==> src/rtl/tmr_vote_monitor.sv <==
// Majority voter for a triplicated register stage with per-replica health monitoring:
// mismatch pulses, saturating upset counters and sticky persistent-failure flags.
module tmr_vote_monitor #(
  parameter int WIDTH     = 1,
  parameter int CNT_WIDTH = 8,
  parameter int PERSIST   = 4
) (
  input  logic                 clk,
  input  logic                 rst,
  input  logic [WIDTH-1:0]     inA,
  input  logic [WIDTH-1:0]     inB,
  input  logic [WIDTH-1:0]     inC,
  input  logic                 in_valid,
  input  logic                 clr,
  output logic [WIDTH-1:0]     out,
  output logic                 out_valid,
  output logic                 errA,
  output logic                 errB,
  output logic                 errC,
  output logic                 multi_err,
  output logic [CNT_WIDTH-1:0] cntA,
  output logic [CNT_WIDTH-1:0] cntB,
  output logic [CNT_WIDTH-1:0] cntC,
  output logic                 failA,
  output logic                 failB,
  output logic                 failC
);

  localparam int RUN_W = $clog2(PERSIST + 1);
  localparam logic [RUN_W-1:0]     PERSIST_C = RUN_W'(PERSIST);
  localparam logic [CNT_WIDTH-1:0] CNT_MAX   = '1;

  // Lane 2 = A, lane 1 = B, lane 0 = C, so {A,B,C} packs naturally.
  logic [2:0][WIDTH-1:0]     w_lane;
  logic [WIDTH-1:0]          w_vote;
  logic [2:0]                w_mis;
  logic                      w_multi;
  logic [2:0]                w_err;
  logic [2:0]                w_fail;
  logic [2:0][CNT_WIDTH-1:0] w_cnt;

  logic [WIDTH-1:0] r_out;
  logic             r_out_valid;
  logic             r_multi;

  assign w_lane  = {inA, inB, inC};
  assign w_vote  = (inA & inB) | (inA & inC) | (inB & inC);
  assign w_multi = (w_mis[2] & w_mis[1]) | (w_mis[2] & w_mis[0]) | (w_mis[1] & w_mis[0]);

  always_ff @(posedge clk or posedge rst) begin
    if (rst) begin
      r_out       <= '0;
      r_out_valid <= 1'b0;
      r_multi     <= 1'b0;
    end else begin
      r_out_valid <= in_valid;
      r_multi     <= in_valid & w_multi;
      if (in_valid) begin
        r_out <= w_vote;
      end
    end
  end

  genvar gi;
  generate
    for (gi = 0; gi < 3; gi++) begin : g_lane
      logic                 r_err;
      logic                 r_fail;
      logic [CNT_WIDTH-1:0] r_cnt;
      logic [RUN_W-1:0]     r_run;
      logic [RUN_W-1:0]     w_run_inc;

      assign w_mis[gi]  = |(w_lane[gi] ^ w_vote);
      assign w_run_inc  = (r_run == PERSIST_C) ? r_run : r_run + RUN_W'(1);

      // clr only wipes statistics; the err pulse still reports the sample.
      always_ff @(posedge clk or posedge rst) begin
        if (rst) begin
          r_err  <= 1'b0;
          r_fail <= 1'b0;
          r_cnt  <= '0;
          r_run  <= '0;
        end else begin
          r_err <= in_valid & w_mis[gi];
          if (clr) begin
            r_fail <= 1'b0;
            r_cnt  <= '0;
            r_run  <= '0;
          end else if (in_valid) begin
            if (w_mis[gi]) begin
              if (r_cnt != CNT_MAX) begin
                r_cnt <= r_cnt + CNT_WIDTH'(1);
              end
              r_run <= w_run_inc;
              if (w_run_inc == PERSIST_C) begin
                r_fail <= 1'b1;
              end
            end else begin
              r_run <= '0;
            end
          end
        end
      end

      assign w_err[gi]  = r_err;
      assign w_fail[gi] = r_fail;
      assign w_cnt[gi]  = r_cnt;
    end
  endgenerate

  assign out       = r_out;
  assign out_valid = r_out_valid;
  assign multi_err = r_multi;
  assign errA      = w_err[2];
  assign errB      = w_err[1];
  assign errC      = w_err[0];
  assign failA     = w_fail[2];
  assign failB     = w_fail[1];
  assign failC     = w_fail[0];
  assign cntA      = w_cnt[2];
  assign cntB      = w_cnt[1];
  assign cntC      = w_cnt[0];

endmodule

==> config.mk <==
export PLATFORM = sky130hd
export DESIGN_NAME = tmr_vote_monitor
export DESIGN_NICKNAME = d
export VERILOG_FILES = /design/src/rtl/tmr_vote_monitor.sv
export SDC_FILE = /design/constraint.sdc
export NUM_CORES = 1
export LEC_CHECK = 0
export BUFFER_PORTS_ARGS = -buffer_cell sky130_fd_sc_hd__buf_4
export CAP_MARGIN = 15
export CORE_MARGIN = 1
export CORE_UTILIZATION = 59
export DETAILED_ROUTE_END_ITERATION = 6
export PLACE_DENSITY_LB_ADDON = 0.12
export SLEW_MARGIN = 20
export SYNTH_ARGS = -nofsm -noshare
export SYNTH_HDL_FRONTEND = slang
export SYNTH_SLANG_ARGS = --single-unit
==> constraint.sdc <==
create_clock -name clk -period 4.62 [get_ports clk]
set_clock_uncertainty 0.05 [all_clocks]
set_input_delay 0.924 -clock clk [delete_from_list [all_inputs] [get_ports clk]]
set_output_delay 0.924 -clock clk [all_outputs]
set_load 0.02 [all_outputs]
==> implementation parameters, run 1 <==
Parameter                              Value

STA
  Max-Slew Margin vs Limit    51.6%
  Transition time of the tightest slew-check pin    roughly 0.7 ns
  Final period util    46.4%
  Peak clock frequency supported by timing    466 MHz
  Number of endpoints with negative hold slack in the final report    0
  Final setup viols    0
  Worst-case hold slack    around 0.46 ns
  Unrepaired setup endpoints after global routing    no
  Crit path setup slack, layout    2.47 ns
  Final worst path period need    2.15 ns
  Final total negative setup slack    0 ns
  Max Transition Viols Final    0

CTS
  Worst-skew pair later-pin latency    0.29 ns
  TritonCTS clock tree    yes
  Hold bufs inserted after CTS    0
  Clock Root Buffer    sky130_fd_sc_hd__clkbuf_8
  Clock slew seen by the registers of the worst setup and hold paths    approximately 0.080 ns
  Total CTS buffers    5
  Post-CTS setup repair buffer count    0
  Maximum clock path buffer count    2
  CTS-repair resized insts    0
  Number of H-tree levels    2
  Clk sink count    42

Pwr
  Worst supply voltage drop on vdd    0.000178 V
  Leakage    around 1.2 nW
  Overall power of the completed layout    0.685 mW
  Power density cells    252 nW/um^2

GRT
  Number of antenna violations at the first check in global routing    0
  Via count of the first global-routing pass    1928
  Maximum number of pins on one net before global-route repair    46
  Overall fraction of global-route tracks in use    25.4%
  Overall overflow remaining after global route    0
  Global-route wire length before repair    8.25 mm

Floorplan
  Die X    ~65 microns
  Initial cell density of the core    62.6%
  Std-Cell Rows    22
  Height of the die    64.8 microns
  Core footprint    3720 sq um
  Num ports    40
  Die Footprint    4200 sq um

Synthesis
  Post-synth net total    260
  Main flop type after synthesis    sky130_fd_sc_hd__dfrtp_1
  Count of different cell masters after synthesis    46
  Flip-flop and latch count after synthesis    42
  Post-Syn Instances    244
  Ys async rst share    100%
  Number of enable-type register cells in the synthesized netlist    0
  Sequential area share after synthesis    45.2%
  Total standard cell area after synthesis    2330 sq um
  Post-synthesis area per instance    ~9.5 sq um
  Synth Warn #    0

Min path
  Hold path cells    2
  Start point of the worst min-delay path    failB
  Classification of the worst-slack hold path    register to register
  Hold-critical path endpoint    failB

Setup path
  R2R Path End    cntB[5]
  Signal arrival time at the worst endpoint    2.28 ns
  CP Data Required Time    4.75 ns
  Minimum setup slack among reg-to-reg paths    2.79 ns
  Crit end category    register
  Kind of launch point of the worst setup path    primary input
  Worst setup startpoint    inA
  Setup CP Type    primary input to register
  Reg2Reg Launch Point    cntB[0]
  Top fanout value on the critical path    9
  Worst-case reg-to-reg path depth    5

Layout
  Most frequent cells in the layout    sky130_fd_sc_hd__dfrtp_1, sky130_fd_sc_hd__buf_4, sky130_fd_sc_hd__a21oi_1
  Diodes inserted    0
  Number of nets at the end of the flow    297
  Post-route core utilization    73.2%
  Ratio of cells with drive above 1 in the final layout    19.9%
  Most common cell after layout, fill and taps aside    sky130_fd_sc_hd__dfrtp_1
  Final-layout fill cell count    about 280
  Post-layout instance count excluding filler cells    330
  Growth of design area from synthesis to finish    16.9%
  Fin area    2720 sq um

Route
  Drt pass-1 iters    6
  Post-DRT Antenna Nets    0
  Wirelength per Cell    around 14 microns
  Count of unresolved DRC violations after routing    0
  Number of vias per cell after detailed routing    6.03
  Sum of routed wire length over all layers    4.69 mm
  Number of DRC markers in iteration 0    ~130
  Detailed-route via count    1990

Placement
  DP Worst Slack    2.18 ns
  Buffers added on ports    39
  Final GP Congestion    0.820
  Final HPWL from detailed placement    3.10 mm
  Cell count after placement    322
  Cell Area, Placed    2630 sq um

Status
  Result of the run    finished clean

Run
  Max capacitance violation total    0
==> cell type report <==
cell class                      count  area (sq um)  area share [%]
Timing Repair Buffer               40           300            11.0
Multi-Input combinational cell    175          1150            42.4
Clock inverter                      1          5.00           0.184
Inverter                           17          63.8            2.35
Sequential cell                    42          1050            38.6
Tap cell                           48          60.1            2.21
Clock buffer                        7          86.3            3.17
==> kinds of logic after synthesis <==
kind of cell | count (synthesis) | synth area share (%)
and+or+nand+nor | 96 | 23.5
AOI/OAI and AO/OA | 60 | 16.9
muxes | 7 | 3.33
other | 1 | 0.161
xor gates and xnor gates | 1 | 0.377
adders and majority gates | 10 | 5.27
DFF | 42 | 45.2
buffers and inverters | 27 | 5.22
==> cell usage after synthesis, drive strengths merged (2+ instances only) <==
master,count,share of area [%]
dfrtp,42,45
a21oi,24,5.2
nand2,16,2.9
nor2,15,2.4
inv,14,2.3
nand3,11,2.4
nor2b,11,3.0
ha,9,4.8
o31ai,8,2.6
a211oi,7,2.3
o21ai,7,1.5
clkbuf,6,0.97
mux2,6,2.9
nand2b,6,1.6
or4,6,1.9
nand3b,5,1.6
nor3,5,1.1
or3,5,1.3
buf,4,1.5
nor3b,4,1.3
a2bb2oi,3,1.1
and4,3,1.1
clkinv,3,0.48
a211o,2,0.81
a32o,2,0.86
and2,2,0.54
nand4b,2,0.75
nor4,2,0.54
o22a,2,0.81
==> report_power, final <==
| part | switching (mW) | internal (mW) | total, mW |
|---|---|---|---|
| clock network | 0.121 | 0.121 | 0.242 |
| logic | 0.0410 | 0.0236 | 0.0645 |
| registers | 0.00514 | 0.374 | 0.379 |
==> worst max-delay path by stage <==
stage	to
6_report	cntA[3]
5_1_grt	cntC[7]
3_5_place_dp	cntA[3]
4_1_cts	cntA[3]
2_1_floorplan	cntC[5]
3_3_place_gp	cntA[3]
==> worst max-delay path: stages <==
cell                       delay, ns
sky130_fd_sc_hd__buf_4          0.12
sky130_fd_sc_hd__nand2b_1       0.15
sky130_fd_sc_hd__o22a_1         0.33
sky130_fd_sc_hd__a211oi_1       0.37
sky130_fd_sc_hd__mux2_2         0.38
==> routing by layer <==
metal  GRT usage [%]  share of wire, %  up-vias
met5               0                 0        -
met4            9.72               1.7        0
met3            6.87               4.4       14
met2            41.5                47       60
met1            32.0                47      956
li1                -                 -      960
==> sequential cells by signal (all words and copies together) (netlist names) <==
register and count:
errC 1, g_lane.r_run 9, cntC 8, multi_err 1, failC 1, out_valid 1, out 1, failB 1
cntB 8, cntA 8, failA 1, errA 1, errB 1
No activity file was read; power rests on OpenSTA's default activity.
==> inputs of run 2 (changes only) <==
CORE_UTILIZATION = 50   (was 59)
clock period = 1.78 ns   (was 4.62 ns; I/O delays follow)
==> run 2 against run 1 <==
Critical path depth shrank 1. Clock power grew to 3.1 times the previous value. Sequential power grew to 2.6 times the previous value. First-iteration DRC count shrank 3.8%. Worst hold slack lost 0.46 ns. Largest power group unchanged. Routed wire length grew 6.8%. Clock-buffer cell count is the same. Core utilization shrank 6.6 points. Critical path type is now register to register. Combinational power grew to 3.0 times the previous value. Total power grew to 2.8 times the previous value. Flip-flop and latch count is the same.
==> implementation parameters, run 2 (synthesis results as in run 1) <==
Parameter                              Value

STA
  Max Transition Viols Final    0
  Peak clock frequency supported by timing    589 MHz
  Final setup viols    0
  Final period util    95.4%
  Unrepaired setup endpoints after global routing    no
  Max-Slew Margin vs Limit    60.2%
  Number of endpoints with negative hold slack in the final report    0
  Transition time of the tightest slew-check pin    0.593 ns
  Final total negative setup slack    0 ns
  Final worst path period need    1.70 ns

CTS
  Worst-skew pair later-pin latency    0.29 ns
  Number of H-tree levels    2
  Hold bufs inserted after CTS    0
  Clk sink count    42
  Clock slew seen by the registers of the worst setup and hold paths    0.08 ns
  Maximum clock path buffer count    2
  Clock Root Buffer    sky130_fd_sc_hd__clkbuf_8
  TritonCTS clock tree    yes
  Total CTS buffers    5

Route
  Count of unresolved DRC violations after routing    0
  Number of DRC markers in iteration 0    between 100 and 150
  Drt pass-1 iters    4
  Number of vias per cell after detailed routing    5.55
  Wirelength per Cell    13.9 microns
  Post-DRT Antenna Nets    0
  Detailed-route via count    1997
  Sum of routed wire length over all layers    5.00 mm

Setup path
  Crit end category    register
  Top fanout value on the critical path    10
  Signal arrival time at the worst endpoint    1.87 ns
  Kind of launch point of the worst setup path    register
  Setup CP Type    register to register
  CP Data Required Time    1.96 ns
  Reg2Reg Launch Point    cntC[5]
  Worst setup startpoint    cntC[5]

Run
  Max capacitance violation total    0

Placement
  Final HPWL from detailed placement    3.55 mm
  Cell count after placement    350
  Cell Area, Placed    roughly 2800 sq um
  Buffers added on ports    39
  Final GP Congestion    between 0.8 and 0.9

Floorplan
  Initial cell density of the core    between 50% and 60%
  Height of the die    70.2 microns
  Die Footprint    just under 5000 sq um
  Std-Cell Rows    24
  Die X    70.2 microns
  Core footprint    4410 sq um
  Num ports    40

Pwr
  Overall power of the completed layout    ~1.9 mW
  Worst supply voltage drop on vdd    0.000480 V
  Power density cells    ~650 nW/um^2
  Leakage    1.30 nW

GRT
  Global-route wire length before repair    approximately 8.7 mm
  Via count of the first global-routing pass    roughly 1.9k
  Overall fraction of global-route tracks in use    22.1%
  Overall overflow remaining after global route    0
  Number of antenna violations at the first check in global routing    0
  Maximum number of pins on one net before global-route repair    42

Layout
  Diodes inserted    0
  Register with the most flip-flops    g_lane.r_run
  Most common cell after layout, fill and taps aside    sky130_fd_sc_hd__buf_4
  Ratio of cells with drive above 1 in the final layout    26.6%
  Most frequent cells in the layout    sky130_fd_sc_hd__buf_4, sky130_fd_sc_hd__dfrtp_1, sky130_fd_sc_hd__a21oi_1
  Fin area    2940 sq um
  Final-layout fill cell count    376
  Growth of design area from synthesis to finish    26.5%
  Flip-flop count of the largest register, all copies and words added    9
  Post-route core utilization    66.6%
  Post-layout instance count excluding filler cells    360
  Number of nets at the end of the flow    323

Status
  Result of the run    finished clean

Min path
  Classification of the worst-slack hold path    primary input to async pin
## run 2: cell types whose count changed in the layout (fill, tap and decap cells not counted), sizes merged
cell    delta
buf       +26
bufinv     +1
inv        -1
## run 2: layout make-up
cell class | instances | area [sq um] | area share, %
Multi-Input combinational cell | 175 | 1160 | 39.4
Timing Repair Buffer | 66 | 495 | 16.8
Clock buffer | 7 | 76.3 | 2.59
Sequential cell | 42 | 1050 | 35.7
Clock inverter | 1 | 30.0 | 1.02
Tap cell | 52 | 65.1 | 2.21
Inverter | 17 | 63.8 | 2.17
## run 2: path summary, 6_finish.rpt
path	endpoint	slack [ns]	cells past startpoint
min in group clk	out_valid	0.36	2
worst min register to register	failA	0.48	2
max in group asynchronous	failA	1.09	3
worst max register to register	cntC[4]	0.08	4
worst max-delay path	cntC[4]	0.08	4
worst min-delay path	g_lane[1].r_run[2]	0.0009	2
## run 2: power by group
| part | leakage (nW) | switching [mW] | internal, mW | total [mW] |
|---|---|---|---|---|
| Clock | 0.0524 | 0.320 | 0.420 | 0.740 |
| Sequential | 0.576 | 0.0116 | 0.970 | 0.982 |
| Combinational | 0.667 | 0.115 | 0.0812 | 0.196 |
| Total | 1.30 | 0.446 | 1.47 | 1.92 |
## run 2: routing by layer
metal	wire length, microns	track usage [%]	share of wire, %	up-vias
met5	0	0	0	-
met2	2340	37.0	47	40
met1	2430	28.9	49	942
met3	165	4.47	3.3	8
li1	-	-	-	1007
met4	71	7.11	1.4	0
## run 2: stage by stage
step / setup WS [ns] / hold WS [ns]
final: 0.0821 / 0.000885
after global routing: 0.0103 / 0.0286
after CTS: 0.0839 / 0.00799
after detailed placement: -0.0393 / 0.337
after global placement: -0.0151 / 0.329
after floorplan: 0.0106 / 0.337
## run 2: timing repair
| item | CTS | global route |
|---|---|---|
| endpoints found under the setup margin | 0 | 2 |
| gates resized for setup | 0 | 1 |
| buffers inserted | 0 | 2 |
## run 2: critical path, stage by stage (launching register included)
cell and delay, ns:
sky130_fd_sc_hd__dfrtp_1 0.42, sky130_fd_sc_hd__and4_1 0.21, sky130_fd_sc_hd__and4_1 0.29, sky130_fd_sc_hd__or4_1 0.50, sky130_fd_sc_hd__a21oi_1 0.15
